File: config.mk
export PLATFORM = sky130hd
export DESIGN_NAME = sdram_ahb_frontend
export DESIGN_NICKNAME = d
export VERILOG_FILES = /design/src/rtl/sdram_pkg.sv /design/src/rtl/sdram_ahb_frontend.sv
export SDC_FILE = /design/constraint.sdc
export NUM_CORES = 1
export LEC_CHECK = 0
export CAP_MARGIN = 20
export CELL_PAD_IN_SITES_DETAIL_PLACEMENT = 0
export CELL_PAD_IN_SITES_GLOBAL_PLACEMENT = 1
export CORE_MARGIN = 3
export CORE_UTILIZATION = 26
export DETAILED_ROUTE_END_ITERATION = 7
export GPL_TIMING_DRIVEN = 0
export PLACE_DENSITY_LB_ADDON = 0.1
export SYNTH_ARGS = -nofsm -noshare
export SYNTH_HDL_FRONTEND = slang
export SYNTH_SLANG_ARGS = --single-unit
File: constraint.sdc
create_clock -name clk -period 2 [get_ports clk]
set_clock_uncertainty 0.1 [all_clocks]
set_input_delay 0.3 -clock clk [delete_from_list [all_inputs] [get_ports clk]]
set_output_delay 0.3 -clock clk [all_outputs]
set_load 0.1 [all_outputs]
File: src/rtl/sdram_pkg.sv
// Shared definitions for the SDRAM controller and its AHB-Lite front-end.
package sdram_pkg;

    // AHB transfer types
    localparam logic [1:0] HTRANS_IDLE   = 2'b00;
    localparam logic [1:0] HTRANS_BUSY   = 2'b01;
    localparam logic [1:0] HTRANS_NONSEQ = 2'b10;
    localparam logic [1:0] HTRANS_SEQ    = 2'b11;

    // AHB response codes
    localparam logic HRESP_OKAY  = 1'b0;
    localparam logic HRESP_ERROR = 1'b1;

    // Widest mask byte_mask can produce (hsize up to 7 = 128 bytes)
    localparam int unsigned MASK_W = 128;

    typedef enum logic [2:0] {
        IDLE,
        WDATA,
        REQ,
        RD_WAIT,
        ERR1,
        ERR2
    } fe_state_t;

    // Byte mask: 1 = masked. Bytes in [aligned offset, +2^hsize) are enabled;
    // a misaligned offset is truncated down to the hsize boundary.
    function automatic logic [MASK_W-1:0] byte_mask(input logic [6:0] offset,
                                                    input logic [2:0] hsize);
        logic [6:0]        span_m1;
        logic [6:0]        aligned;
        logic [MASK_W-1:0] ones;
        span_m1 = 7'((8'd1 << hsize) - 8'd1);
        aligned = offset & ~span_m1;
        ones    = {MASK_W{1'b1}} >> (7'd127 - span_m1);
        return ~(ones << aligned);
    endfunction

endpackage

File: src/rtl/sdram_ahb_frontend.sv
// AHB-Lite slave front-end: turns single AHB transfers into one outstanding
// req/rsp command for sdram_controller, stalling the bus with hreadyout.
module sdram_ahb_frontend
    import sdram_pkg::*;
#(
    parameter int unsigned AW = 16,
    parameter int unsigned DW = 16
) (
    input  logic                          clk,
    input  logic                          rst_n,
    input  logic                          hsel,
    input  logic [AW-1:0]                 haddr,
    input  logic [1:0]                    htrans,
    input  logic                          hwrite,
    input  logic [2:0]                    hsize,
    input  logic [2:0]                    hburst,
    input  logic [3:0]                    hprot,
    input  logic                          hmasterlock,
    input  logic [DW-1:0]                 hwdata,
    input  logic                          hready,
    output logic                          hreadyout,
    output logic                          hresp,
    output logic [DW-1:0]                 hrdata,
    output logic                          req_valid,
    input  logic                          req_ready,
    output logic                          req_write,
    output logic [AW-$clog2(DW/8)-1:0]    req_addr,
    output logic [DW-1:0]                 req_wdata,
    output logic [DW/8-1:0]               req_mask,
    input  logic                          rsp_valid,
    input  logic [DW-1:0]                 rsp_rdata
);

    localparam int unsigned MW  = DW / 8;
    localparam int unsigned BB  = $clog2(MW);
    localparam int unsigned RAW = AW - BB;

    fe_state_t        state_q;
    fe_state_t        state_d;
    logic             accept;
    logic             size_err;
    logic             hreadyout_d;
    logic             hresp_d;
    logic [DW-1:0]    hrdata_d;
    logic             req_valid_d;
    logic             req_write_d;
    logic [RAW-1:0]   req_addr_d;
    logic [DW-1:0]    req_wdata_d;
    logic [MW-1:0]    req_mask_d;

    // Burst/protection/lock attributes carry no meaning for this slave
    logic unused_attr;
    assign unused_attr = ^{hburst, hprot, hmasterlock};

    // Address-phase qualification
    assign accept   = hsel & hready & (htrans inside {HTRANS_NONSEQ, HTRANS_SEQ});
    assign size_err = (hsize > 3'(BB));

    // Next state and next values of every registered output
    always_comb begin
        state_d     = state_q;
        hrdata_d    = hrdata;
        req_write_d = req_write;
        req_addr_d  = req_addr;
        req_wdata_d = req_wdata;
        req_mask_d  = req_mask;

        case (state_q)
            IDLE, ERR2: begin
                if (state_q == ERR2) begin
                    state_d = IDLE;
                end
                if (accept) begin
                    if (size_err) begin
                        state_d = ERR1;
                    end else begin
                        state_d     = hwrite ? WDATA : REQ;
                        req_write_d = hwrite;
                        req_addr_d  = haddr[AW-1:BB];
                        req_mask_d  = hwrite ? MW'(byte_mask(7'(haddr[BB-1:0]), hsize)) : '0;
                    end
                end
            end
            WDATA: begin
                req_wdata_d = hwdata;
                state_d     = REQ;
            end
            REQ: begin
                if (req_ready) begin
                    state_d = req_write ? IDLE : RD_WAIT;
                end
            end
            RD_WAIT: begin
                if (rsp_valid) begin
                    hrdata_d = rsp_rdata;
                    state_d  = IDLE;
                end
            end
            ERR1: begin
                state_d = ERR2;
            end
            default: begin
                state_d = IDLE;
            end
        endcase

        hreadyout_d = (state_d == IDLE) || (state_d == ERR2);
        hresp_d     = ((state_d == ERR1) || (state_d == ERR2)) ? HRESP_ERROR : HRESP_OKAY;
        req_valid_d = (state_d == REQ);
    end

    // State and output registers, synchronous active-low reset
    always_ff @(posedge clk) begin
        if (!rst_n) begin
            state_q   <= IDLE;
            hreadyout <= 1'b1;
            hresp     <= HRESP_OKAY;
            hrdata    <= '0;
            req_valid <= 1'b0;
            req_write <= 1'b0;
            req_addr  <= '0;
            req_wdata <= '0;
            req_mask  <= '0;
        end else begin
            state_q   <= state_d;
            hreadyout <= hreadyout_d;
            hresp     <= hresp_d;
            hrdata    <= hrdata_d;
            req_valid <= req_valid_d;
            req_write <= req_write_d;
            req_addr  <= req_addr_d;
            req_wdata <= req_wdata_d;
            req_mask  <= req_mask_d;
        end
    end

endmodule

; After elaboration in Yosys (flattened, before gate mapping)
; Cells that the tools add are included.
; Widths: inputs -> output; s select.
[word_totals]
elab_cells = 49
register_bits = 56
output_inout_bits = 53
input_bits = 68
[classes]
shift = 3
magnitude_cmp = 1
reduce_logical = 8
n_addsub = 2
eq_ne = 10
n_mux = 10
n_bitwise = 6
[op_table]
columns = cell, count
row1 = $shl 128x7->2, 1
row2 = $shr 128x7->128 const A, 1
row3 = $mux 3, 5
row4 = $pmux 3 s5, 1
row5 = $eq 3x3->1 const B, 4
row6 = $eq 3x2->1 const B, 3
row7 = $and 1x7->7, 1
row8 = $not 7->7, 1
row9 = $shl 1x3->7 const A, 1
row10 = $sub 7x1->7 const B, 1
row11 = $sub 7x7->7 const A, 1
row12 = $logic_not 3->1, 2
row13 = $mux 2, 3
row14 = $eq 2x2->1 const B, 2
row15 = $eq 3x1->1 const B, 1
row16 = $gt 3x1->1 const B, 1
row17 = $reduce_and 3->1, 1
row18 = $and 1x1->1, 2
row19 = $logic_or 1x1->1, 2
row20 = $not 2->2, 1
row21 = $reduce_and 2->1, 1
row22 = $reduce_bool 2->1, 1
row23 = $reduce_or 2->1, 1
row24 = $mux 1, 1
row25 = $not 1->1, 1

; Depth between registers and ports, before layout
[depth]
depth_word = 8
ltp_mapped = 6

; Worst setup path after synthesis
; Ideal clock, no wire load.
[synth_path]
path_type = reg-to-reg
start = reg req_write
end = reg req_valid
path_stages_with_launch = 5
setup_ns = 0.115
slack_ns = 0.283
arrival_ns = 1.502
synth_period_minus_slack_ns = 1.717
path_cell_list = dfxtp_1 nand2_1 a22oi_1 o32ai_1 and2_1
[synth_between]
elab_chain_cells = 4
[synth_lines]
columns = element, line
row1 = start: declaration, sdram_ahb_frontend.sv:26  ; output logic req_write,
row2 = start signal: assignment, sdram_ahb_frontend.sv:130  ; req_write <= req_write_d;
row3 = $mux 2, sdram_ahb_frontend.sv:90  ; state_d = req_write ? IDLE : RD_WAIT;
row4 = $mux 3, sdram_ahb_frontend.sv:89  ; if (req_ready) begin
row5 = $pmux 3 s5, sdram_ahb_frontend.sv:68  ; case (state_q)
row6 = $eq 3x2->1, sdram_ahb_frontend.sv:109  ; req_valid_d = (state_d == REQ);
row7 = end signal: assignment, sdram_ahb_frontend.sv:129  ; req_valid <= req_valid_d;
row8 = end: declaration, sdram_ahb_frontend.sv:24  ; output logic req_valid,
; Every way passes these cells.
; A chain may end at the register's enable or synchronous reset.

; Worst setup path after layout
[layout_path]
start = reg req_addr[8]
end = out req_addr[8]
[layout_lines]
columns = element, line
row1 = start: declaration, sdram_ahb_frontend.sv:27  ; output logic [AW-$clog2(DW/8)-1:0] req_addr,
row2 = start signal: assignment, sdram_ahb_frontend.sv:131  ; req_addr <= req_addr_d;
; No word-level cell between the ends.

==> results.toml <==
[status]
outcome = "finished, final reports clean"

[timing]
finalCriticalPeriod_ns = 1.92
timing.slew.headroom_pct = 34.2
period_share_pct = 96.1
fmax_ghz = 0.520
worst_slew_pin_slew_ns = 0.992
fin_ws_ns = 0.0781
setup_viol = 0
rsz0062_at_grt = "false"
finalHoldViolCount = 0
finalMaxSlewViolations = 0

[clock_network]
ctsHoldBuffers = 0
cts_tree = "built"
clock-sinks = 56
clock_path_buffers = 2
h-tree-depth = 2
clk_pin_slew_worst_paths_ns = 0.10
worstSkewPairLatency_ns = 0.30
clock-root-buffer = "clkbuf_8"
cts_made_buffers = 5

[flow_run]
cap_viol_max_count = 0

[logic_synthesis]
yosysSeqAreaShare_pct = 53.8
yosys.area.top_type = "dfxtp_1"
netlist_instances = 256
synth_top_flop_cell = "dfxtp_1"
synth.top_cells.by_area = "dfxtp_1 54%, nand2_1 16%, a21oi_1 8.4%"
synth_edf_count = 0
synth.distinct_cells = 28
syn-cell-area_mm2 = 0.00208
avgSynthCellArea_um2 = 8.14
synthArstFlopShare_pct = 0
synth.top_cell.area_share_pct = 53.8
postSynthNetCount = 324
synth_warnings = 0
synth-seq-cells = 56

[floorplan]
ioPinCount = 121
initial_utilization_pct = 26.8
die-area_mm2 = 0.00912
core-area_mm2 = 0.00777
die_x_um = 95.5
die_h_um = 95.5
num_rows = 32

[route]
wl_um = 6070
initialDrtViolationCount = 53
vias = 2063
routedWlPerCell_um = 12.6
via_per_inst = 4.30
ant_nets = 0
drc = 0
dr.pass1.iters = 4

[grt]
antenna_found_initial = 0
grt.total_usage_pct = 13.4
grt_pass1_wl_um = 9530
first_global_vias = 1965
gr-total-overflow = 0
grt_start_max_net_pins = 16

[setup_path]
cp_slowest_cell = "dlygate4sd2_1"
arrival_ns = 1.52
critPathTopFamily = "buffers and inverters"
critical_path.max_fanout = 2
cp-end-kind = "output port"
slowest_delay_ns = 0.86
path_class = "flop to output port"
path_buf_inv = 1
cp.required_ns = 1.60
worstPathCellList = "dlygate4sd2_1"
startpoint_type = "flop"

[cells_and_area]
n_antenna_cell = 0
area_delta_synth_final_pct = 62.2
final_common_cell = "nand2_1"
fin_util_pct = 43.5
final_cell_mix = "88 x nand2_1, 58 x clkdlybuf4s50_1, 56 x dfxtp_1, 52 x dlygate4sd2_1, 35 x a21oi_1"
fin_nets = 446
postLayoutCellArea_mm2 = 0.00338
final_layout_size_suffix_gt1_share_pct = 7.41
nFillCells = 827

[place]
gp_congestion = 0.695
io_buffers = 111
dpl_worst_slack_ns = -0.213
hpwl_um = 4370
dpl_cell_area_mm2 = 0.00332

[power]
ir_drop_v = 0.000234
power.leakage_uw = 0.00142
power.density_mw_per_mm2 = 648

[worst_hold_path]
hold_class = "flop to flop"
## registers in the layout, summed over array words and instances, names as in the netlist
name / cells
hresp: 1
hreadyout: 1
state_q: 3
req_write: 1
req_mask: 2
req_wdata: 16
hrdata: 16
req_valid: 1
req_addr: 15
## Yosys cell counts, types with 2 or more instances
master,instances
a21oi_1,35
buf_2,6
buf_6,2
clkbuf_1,6
clkbuf_2,2
dfxtp_1,56
nand2_1,88
nand3_1,17
nor2_1,3
nor2b_1,3
nor3_1,2
o21ai_0,17
o21ai_1,2
or2_2,3
## final timing paths
path | from | endpoint | slack, ns | cells past startpoint
setup / recovery | req_addr[8]$_SDFFE_PN0P_ | req_addr[8] | 0.08 | 1
hold / removal | req_wdata[13]$_SDFFE_PN0P_ | req_wdata[13]$_SDFFE_PN0P_ | 0.35 | 2
setup reg to reg | state_q[0]$_SDFF_PN0_ | hrdata[6]$_SDFFE_PN0P_ | 0.33 | 5
hold reg to reg | req_wdata[13]$_SDFFE_PN0P_ | req_wdata[13]$_SDFFE_PN0P_ | 0.35 | 2
## repair_timing
action / in CTS / in global routing
setup buffers: 0 / 4
gates resized for setup: 54 / 1
pin swaps: 0 / 1
endpoints found under the setup margin: 53 / 4
## stage by stage
stage | cells | total power (uW) | hold WS [ns] | setup TNS (ns)
2_1_floorplan | 256 | 1390 | 0.330 | 0
3_3_place_gp | 469 | 1570 | 0.341 | -2.62
3_5_place_dp | 469 | 1570 | 0.344 | -2.70
4_1_cts | 476 | 2230 | 0.358 | 0
5_1_grt | 480 | 2300 | 0.372 | 0
6_report | 480 | 2190 | 0.353 | 0
## worst min-delay path: cells and delay by family, from the launching register on
| family | cells | cell delay [ns] |
|---|---|---|
| AOI/OAI and AO/OA | 1 | 0.05 |
| DFF | 1 | 0.31 |
| and+or+nand+nor | 1 | 0.05 |
## where the power goes
part	total [uW]	switching [uW]	leakage [uW]	internal [uW]
combinational	380	231	0.000915	149
sequential	1150	13.1	0.000452	1140
clock	660	351	0.0000503	310
## metal layers
metal	track usage, %	part of all wire (%)	routed length, um	vias up
met2	21.0	44	2660	71
met1	17.5	48	2890	897
met3	4.58	7.7	470	5
li1	-	-	-	1090
met4	3.55	0.91	55	0
met5	0	0	0	-
## cells by family (layout without fill, tap and decap cells)
logic type                after synthesis  after routing  share of synthesized area (%)
DFF                                    56             56                           53.8
xor gates and xnor gates                1              1                          0.420
AOI/OAI and AO/OA                      58             58                           14.5
buffers and inverters                  17            139                           4.26
and+or+nand+nor                       124            124                           27.0
## cell type report
| class | instances | area [um2] | share of cell area (%) |
|---|---|---|---|
| Inverter | 1 | 3.75 | 0.111 |
| Sequential cell | 56 | 1120 | 33.2 |
| Buffer | 16 | 85.1 | 2.52 |
| Multi-Input combinational cell | 183 | 873 | 25.9 |
| Tap cell | 102 | 128 | 3.78 |
| Clock buffer | 7 | 96.3 | 2.85 |
| Timing Repair Buffer | 115 | 1070 | 31.7 |
Power figures use the tool's default switching activity.
